===== src/rtl/key_write_responder.sv =====
// rtl/key_write_responder.sv - key-write handshake responder with latency model and key FIFO
module key_write_responder #(
   parameter int DEPTH   = 4,
   parameter int LATENCY = 2
) (
   input  logic                     clk,
   input  logic                     rst,
   input  logic                     writeReq,
   input  logic [31:0]              key,
   output logic                     writeSucceeded,
   input  logic                     keyPop,
   output logic [31:0]              keyOut,
   output logic                     keyValid,
   output logic [$clog2(DEPTH):0]   keyCount,
   output logic                     full
);

   localparam int AW = $clog2(DEPTH);
   localparam int CW = AW + 1;

   typedef enum logic [1:0] {IDLE, BUSY, ACK, DROP} state_t;

   state_t          state, state_nxt;
   logic [3:0]      lat_cnt;
   logic [31:0]     hold;
   logic [31:0]     mem [DEPTH];
   logic [AW-1:0]   rd_ptr, wr_ptr;
   logic [CW-1:0]   count;
   logic            capture, push, pop;
   logic [31:0]     push_data;

   always_comb begin
      state_nxt = state;
      capture   = 1'b0;
      case (state)
         IDLE: begin
            if (writeReq && !full) begin
               capture   = 1'b1;
               state_nxt = (LATENCY > 0) ? BUSY : ACK;
            end
         end
         BUSY: if (lat_cnt <= 4'd1) state_nxt = ACK;
         ACK:  state_nxt = DROP;
         DROP: if (!writeReq) state_nxt = IDLE;
         default: state_nxt = IDLE;
      endcase
   end

   // With zero latency the push happens on the capture edge, before hold is loaded.
   assign push      = (state_nxt == ACK);
   assign push_data = (state == IDLE) ? key : hold;
   assign pop       = keyPop && keyValid;

   always_ff @(posedge clk or posedge rst) begin
      if (rst) begin
         state          <= IDLE;
         lat_cnt        <= 4'd0;
         hold           <= 32'h0;
         writeSucceeded <= 1'b0;
      end else begin
         state          <= state_nxt;
         writeSucceeded <= push;
         if (capture) begin
            hold    <= key;
            lat_cnt <= 4'(LATENCY);
         end else if (state == BUSY) begin
            lat_cnt <= lat_cnt - 4'd1;
         end
      end
   end

   always_ff @(posedge clk or posedge rst) begin
      if (rst) begin
         rd_ptr <= '0;
         wr_ptr <= '0;
         count  <= '0;
      end else begin
         if (push) wr_ptr <= wr_ptr + 1'b1;
         if (pop)  rd_ptr <= rd_ptr + 1'b1;
         case ({push, pop})
            2'b10:   count <= count + 1'b1;
            2'b01:   count <= count - 1'b1;
            default: count <= count;
         endcase
      end
   end

   always_ff @(posedge clk) begin
      if (push) mem[wr_ptr] <= push_data;
   end

   assign keyValid = (count != '0);
   assign keyOut   = keyValid ? mem[rd_ptr] : 32'h0;
   assign keyCount = count;
   assign full     = (count == CW'(DEPTH));

endmodule


===== config.mk =====
export PLATFORM = sky130hd
export DESIGN_NAME = key_write_responder
export DESIGN_NICKNAME = d
export VERILOG_FILES = /design/src/rtl/key_write_responder.sv
export SDC_FILE = /design/constraint.sdc
export NUM_CORES = 1
export LEC_CHECK = 0
export ABC_AREA = 1
export CAP_MARGIN = 20
export CORE_ASPECT_RATIO = 1.25
export CORE_MARGIN = 4
export CORE_UTILIZATION = 30
export DETAILED_ROUTE_END_ITERATION = 8
export PLACE_DENSITY_LB_ADDON = 0.3
export REMOVE_ABC_BUFFERS = 1
export SKIP_LAST_GASP = 1
export SYNTH_ARGS = -nofsm -noshare
export SYNTH_HDL_FRONTEND = slang
export SYNTH_SLANG_ARGS = --single-unit

===== constraint.sdc =====
create_clock -name clk -period 3.8 [get_ports clk]
set_clock_uncertainty 0.1 [all_clocks]
set_input_delay 0.76 -clock clk [delete_from_list [all_inputs] [get_ports clk]]
set_output_delay 0.76 -clock clk [all_outputs]
set_load 0.02 [all_outputs]

## Word level (Yosys, flattened, before mapping)

Memories as Yosys holds them, arrays and structs flattened.
Index checks and enable logic that the tools add are counted.

- Output and inout bits: 38
- Memories: 1
- RAM bits: 128
- Register bits: 46
- Word-level logic and storage cells: 41

Memories:

| name | depth | bits a word | read ports | clocked after Yosys merged registers in | write ports | line | source |
|---|---|---|---|---|---|---|---|
| mem | 4 | 32 | 1 | 0 | 1 | 26 | `logic [31:0] mem [DEPTH];` |

- Muxes and demuxes: 13
- Reductions and logical operators: 7
- Equal/unequal tests: 7
- $lt $le $gt $ge: 1
- $add $sub $neg: 5

Operators by type and width:

| cell | number |
|---|---|
| $mux W32 | 2 |
| $eq A2 B2 Y1 const B | 4 |
| $mux W4 | 2 |
| $pmux W2 S4 | 1 |
| $mux W2 | 3 |
| $pmux W3 S2 | 1 |
| $add A2 B1 Y2 const B | 2 |
| $eq A2 B1 Y1 const B | 2 |
| $le A4 B1 Y1 const B | 1 |
| $mux W1 | 4 |
| $reduce_bool A2 Y1 | 2 |
| $sub A4 B1 Y4 const B | 1 |
| $add A3 B1 Y3 const B | 1 |
| $eq A3 B3 Y1 const B | 1 |
| $reduce_bool A3 Y1 | 1 |
| $sub A3 B1 Y3 const B | 1 |
| $logic_and A1 B1 Y1 | 2 |
| $logic_not A2 Y1 | 1 |
| $logic_not A1 Y1 | 1 |

## Logic depth before layout (Yosys ltp)

Gate-level depths: netlist (run 1).

- Depth after elaboration: 8
- Depth in mapped cells: 12
- Gate-level depth less buffers: 12

## Worst setup path after synthesis (run 1)

No wires, ideal clock.

- Path type: reg-to-reg
- From: reg lat_cnt[0]
- To: mem mem[0][0] (enable)
- Setup slack: 0.982 ns
- Path buffers: 0
- Arrival: 2.297 ns
- Cell stages (with the launch flop): 7
- Cells stage by stage: dfrtp_1 > inv_1 > ha_1 > inv_1 > nand2_1 > nand3_2 > nor2_1

- Longest elaborated chain between the ends: 6

RTL lines:

| what | line | source |
|---|---|---|
| start: declaration | 24 | `logic [3:0] lat_cnt;` |
| start signal: assignment | 65 | `lat_cnt <= 4'(LATENCY);` |
| start signal: assignment | 67 | `lat_cnt <= lat_cnt - 4'd1;` |
| $le A4 B1 Y1 | 42 | `BUSY: if (lat_cnt <= 4'd1) state_nxt = ACK;` |
| $mux W2 | 42 |  |
| $pmux W2 S4 | 35 | `case (state)` |
| $eq A2 B2 Y1 | 50 | `assign push = (state_nxt == ACK);` |
| $mux W1 | 89 | `if (push) mem[wr_ptr] <= push_data;` |
| $mux W1 (implied by the code) | 89 |  |
| end: declaration | 26 |  |

No other way between the ends.

## Final worst setup path (run 1)

- From: reg rd_ptr[0]
- To: out keyOut[30]

- Longest elaborated chain between the ends: 2

RTL lines:

| what | line | source |
|---|---|---|
| start: declaration | 27 | `logic [AW-1:0] rd_ptr, wr_ptr;` |
| start signal: assignment | 79 | `if (pop) rd_ptr <= rd_ptr + 1'b1;` |
| $mem_v2 Z4 W32 | -- |  |
| $mux W32 | 93 | `assign keyOut = keyValid ? mem[rd_ptr] : 32'h0;` |
| end: declaration | 12 | `output logic [31:0] keyOut,` |

No other way between the ends.

==> flow_metrics.py, run 1 <==
metrics = {
    "synth": {
        "syn_area_sq_mm": 0.00770,
        "synthAdderAreaFrac_pct": 1.40,
        "synthCells": 793,
        "synth_cell_type_count": 25,
        "synth_top_area_share_pct": 49.9,
        "synth-compound-area-share_pct": 4.65,
        "yosys_warnings": 0,
        "synth.area.top_cells": "edfxtp_1, nand2_1, dfrtp_1, inv_1, nand3_1",
        "ys_ff_latch": 174,
        "synth_xor_area_share_pct": 0.569,
        "synth.area.mux_share_pct": 0,
        "synth_top_family_by_area": "simple AND/OR/NAND/NOR gates",
        "synth-simple-area-share_pct": 20.7,
        "syn_avg_cell_area_sq_um": 9.71,
        "ys_seq_area_share_pct": 64.9,
        "synth_top_cell_by_area": "edfxtp_1",
    },
    "drt": {
        "dr.pass1.iters": 7,
        "drtIter0Drc": 315,
        "wirelength_um": 17300,
        "vias": 5253,
        "via_per_inst": 4.34,
        "drc": 0,
        "post_drt_wl_per_cell_um": 14.3,
        "antenna_left": 0,
    },
    "timing": {
        "setup_ws_ns": 0.471,
        "period_minus_slack_ns": 3.33,
        "rsz0062_at_grt": "false",
        "finalCritPeriodShare_pct": 87.6,
        "hold_viol_final": 0,
        "slew_headroom_pct": 46.1,
        "tightest_slew_ns": 0.807,
        "tns_ns": 0,
        "slew_violations": 0,
        "fmax_mhz": 300,
        "setup_viol": 0,
    },
    "clocking": {
        "htreeDepth": 4,
        "numCtsBuffers": 17,
        "clk_latency_ns": 0.43,
        "root_buffer": "clkbuf_16",
        "ctsResizeCount": 0,
        "ctsHoldBuffers": 0,
        "cts_setup_buffers": 0,
        "clock_sinks": 174,
        "cts_tree": "yes",
        "clock_path_buffers": 2,
        "cts.clk_slew.worst_paths_ns": 0.06,
    },
    "floorplan": {
        "fp-row-count": 65,
        "die_y_um": 187,
        "core_sq_mm": 0.0253,
        "dieWidth_um": 151,
        "dieArea_sq_mm": 0.0283,
        "start_util_pct": 30.4,
        "io_pins": 74,
    },
    "job": {
        "cap_viol_max_count": 0,
    },
    "global_routing": {
        "grt_pass1_vias": 5176,
        "grt_max_degree": 55,
        "track_usage_pct": 12.9,
        "grt_pass1_wl_um": 27700,
        "grt_remaining_overflow": 0,
        "antenna_found_initial": 0,
    },
    "worst_setup_path": {
        "rr_startpoint": "lat_cnt[0]",
        "worstRegToRegCells": 11,
        "r2r-end": "keyCount[2]",
        "reg2reg_slack_ns": 1.49,
        "cp-end-kind": "output pin",
        "required_ns": 2.94,
        "endpoint": "keyOut[30]",
        "critPathKind": "reg2out",
        "path_max_fanout": 24,
        "worst_ep_arrival_time_ns": 2.47,
        "startpoint": "rd_ptr[0]",
        "start_kind": "flip-flop",
    },
    "power": {
        "total_power_mw": 8.13,
        "ir_drop_uv": 514,
        "p_leak_nw": 4.13,
        "p_per_area_mw_per_mm2": 864,
    },
    "cells_and_area": {
        "final_common_cell": "nand2_1",
        "n_antenna_cell": 0,
        "stdcell_area_sq_mm": 0.00941,
        "n_fill_cell": 2426,
        "drive_above_1_share_pct": 6.86,
        "final_cell_mix": "nand2_1, edfxtp_1, inv_1",
        "area_growth_syn_to_layout_pct": 22.2,
        "utilization_pct": 37.2,
        "fin_nets": 905,
    },
    "worst_hold_path": {
        "hold_depth": 2,
        "hp-class": "reg2reg",
    },
    "placement": {
        "pre_cts_slack_ns": 0.848,
        "place.detailed.hpwl_um": 10200,
        "gp_congestion": 0.722,
        "placed_area_sq_mm": 0.00879,
        "port_buffers": 73,
    },
    "outcome": {
        "status": "complete, no violations",
    },
}
-- flip-flops by register name (all words and copies together), names as in the netlist --
signal and cells:
mem 128, hold 32, lat_cnt 4, keyCount 3, rd_ptr 2, state 2, wr_ptr 2, writeSucceeded 1
-- stage by stage --
stage / instances / hold WS (ns)
floorplan: 756 / 0.342
detailed placement: 1177 / 0.359
finish: 1209 / 0.368
global route: 1209 / 0.389
global placement: 1177 / 0.353
CTS: 1209 / 0.374
-- synthesized netlist by cell type --
library cell	number
inv_1	106
o21ai_1	17
buf_4	9
nand3_1	51
nand3b_1	2
nor2_8	1
nand2_1	323
buf_2	22
inv_2	2
nor2_1	7
nand3_2	1
ha_1	7
clkbuf_1	6
xnor2_1	2
nor3_1	1
nand2_4	2
o21ai_0	21
edfxtp_1	128
xor2_1	3
nor2_2	1
fa_1	1
dfrtp_1	46
nand3_4	1
o211ai_1	1
a21oi_1	32
-- worst min path at each step --
| stage | end | start | slack (ns) |
|---|---|---|---|
| 3_3_place_gp | hold[2] | hold[2] | 0.35 |
| 2_1_floorplan | hold[0] | hold[0] | 0.34 |
| 6_report | hold[28] | hold[28] | 0.37 |
| 3_5_place_dp | hold[1] | hold[1] | 0.36 |
| 4_1_cts | hold[1] | hold[1] | 0.37 |
| 5_1_grt | hold[1] | hold[1] | 0.39 |
-- layer usage --
metal  share of wire (%)  vias up  GRT usage, %
met5                   0        -             0
li1                    -     2655             -
met2                  51      122          21.8
met3                 5.2       21          3.42
met1                  42     2455          15.9
met4                 1.9        0          4.22
-- final cells by class --
cell class                 instances  area (sq um)  share of cell area, %
sequential                       174          5000                   53.1
multi-input combinational        474          2130                   22.6
timing repair buffer              86           841                   8.94
clock buffer                      21           480                   5.11
tap                              335           419                   4.45
inverter                         108           405                   4.31
clock inverter                    11           138                   1.46
-- critical path: stages, from the launching register on --
cell             delay, ns
dfrtp_2               0.54
inv_2                 0.13
buf_4                 0.29
nand2_1               0.09
nand2_1               0.08
nand2_1               0.05
a21oi_1               0.21
clkdlybuf4s50_1       0.64
-- cell families (layout without fill, tap and decap cells) --
logic type | count (synthesis) | after routing
compound gates | 71 | 71
fa+ha+maj | 8 | 8
flops | 174 | 174
buf+inv | 145 | 226
xor+xnor | 5 | 5
simple gates | 390 | 390
-- where the power goes --
group | switching [mW] | internal, mW | leakage (nW) | total (mW)
combinational | 2.24 | 1.21 | 2.09 | 3.45
clock | 0.688 | 1.10 | 0.301 | 1.79
sequential | 0.186 | 2.71 | 1.74 | 2.90
total | 3.11 | 5.02 | 4.13 | 8.13
(Power assumes the default switching activity.)
==> run 2: changes to the inputs <==
Settings changed: ABC_CLOCK_PERIOD_IN_PS from default to 3800.
==> results of run 2 <==
Final layout, timing and power as in run 1 (identical DEF).
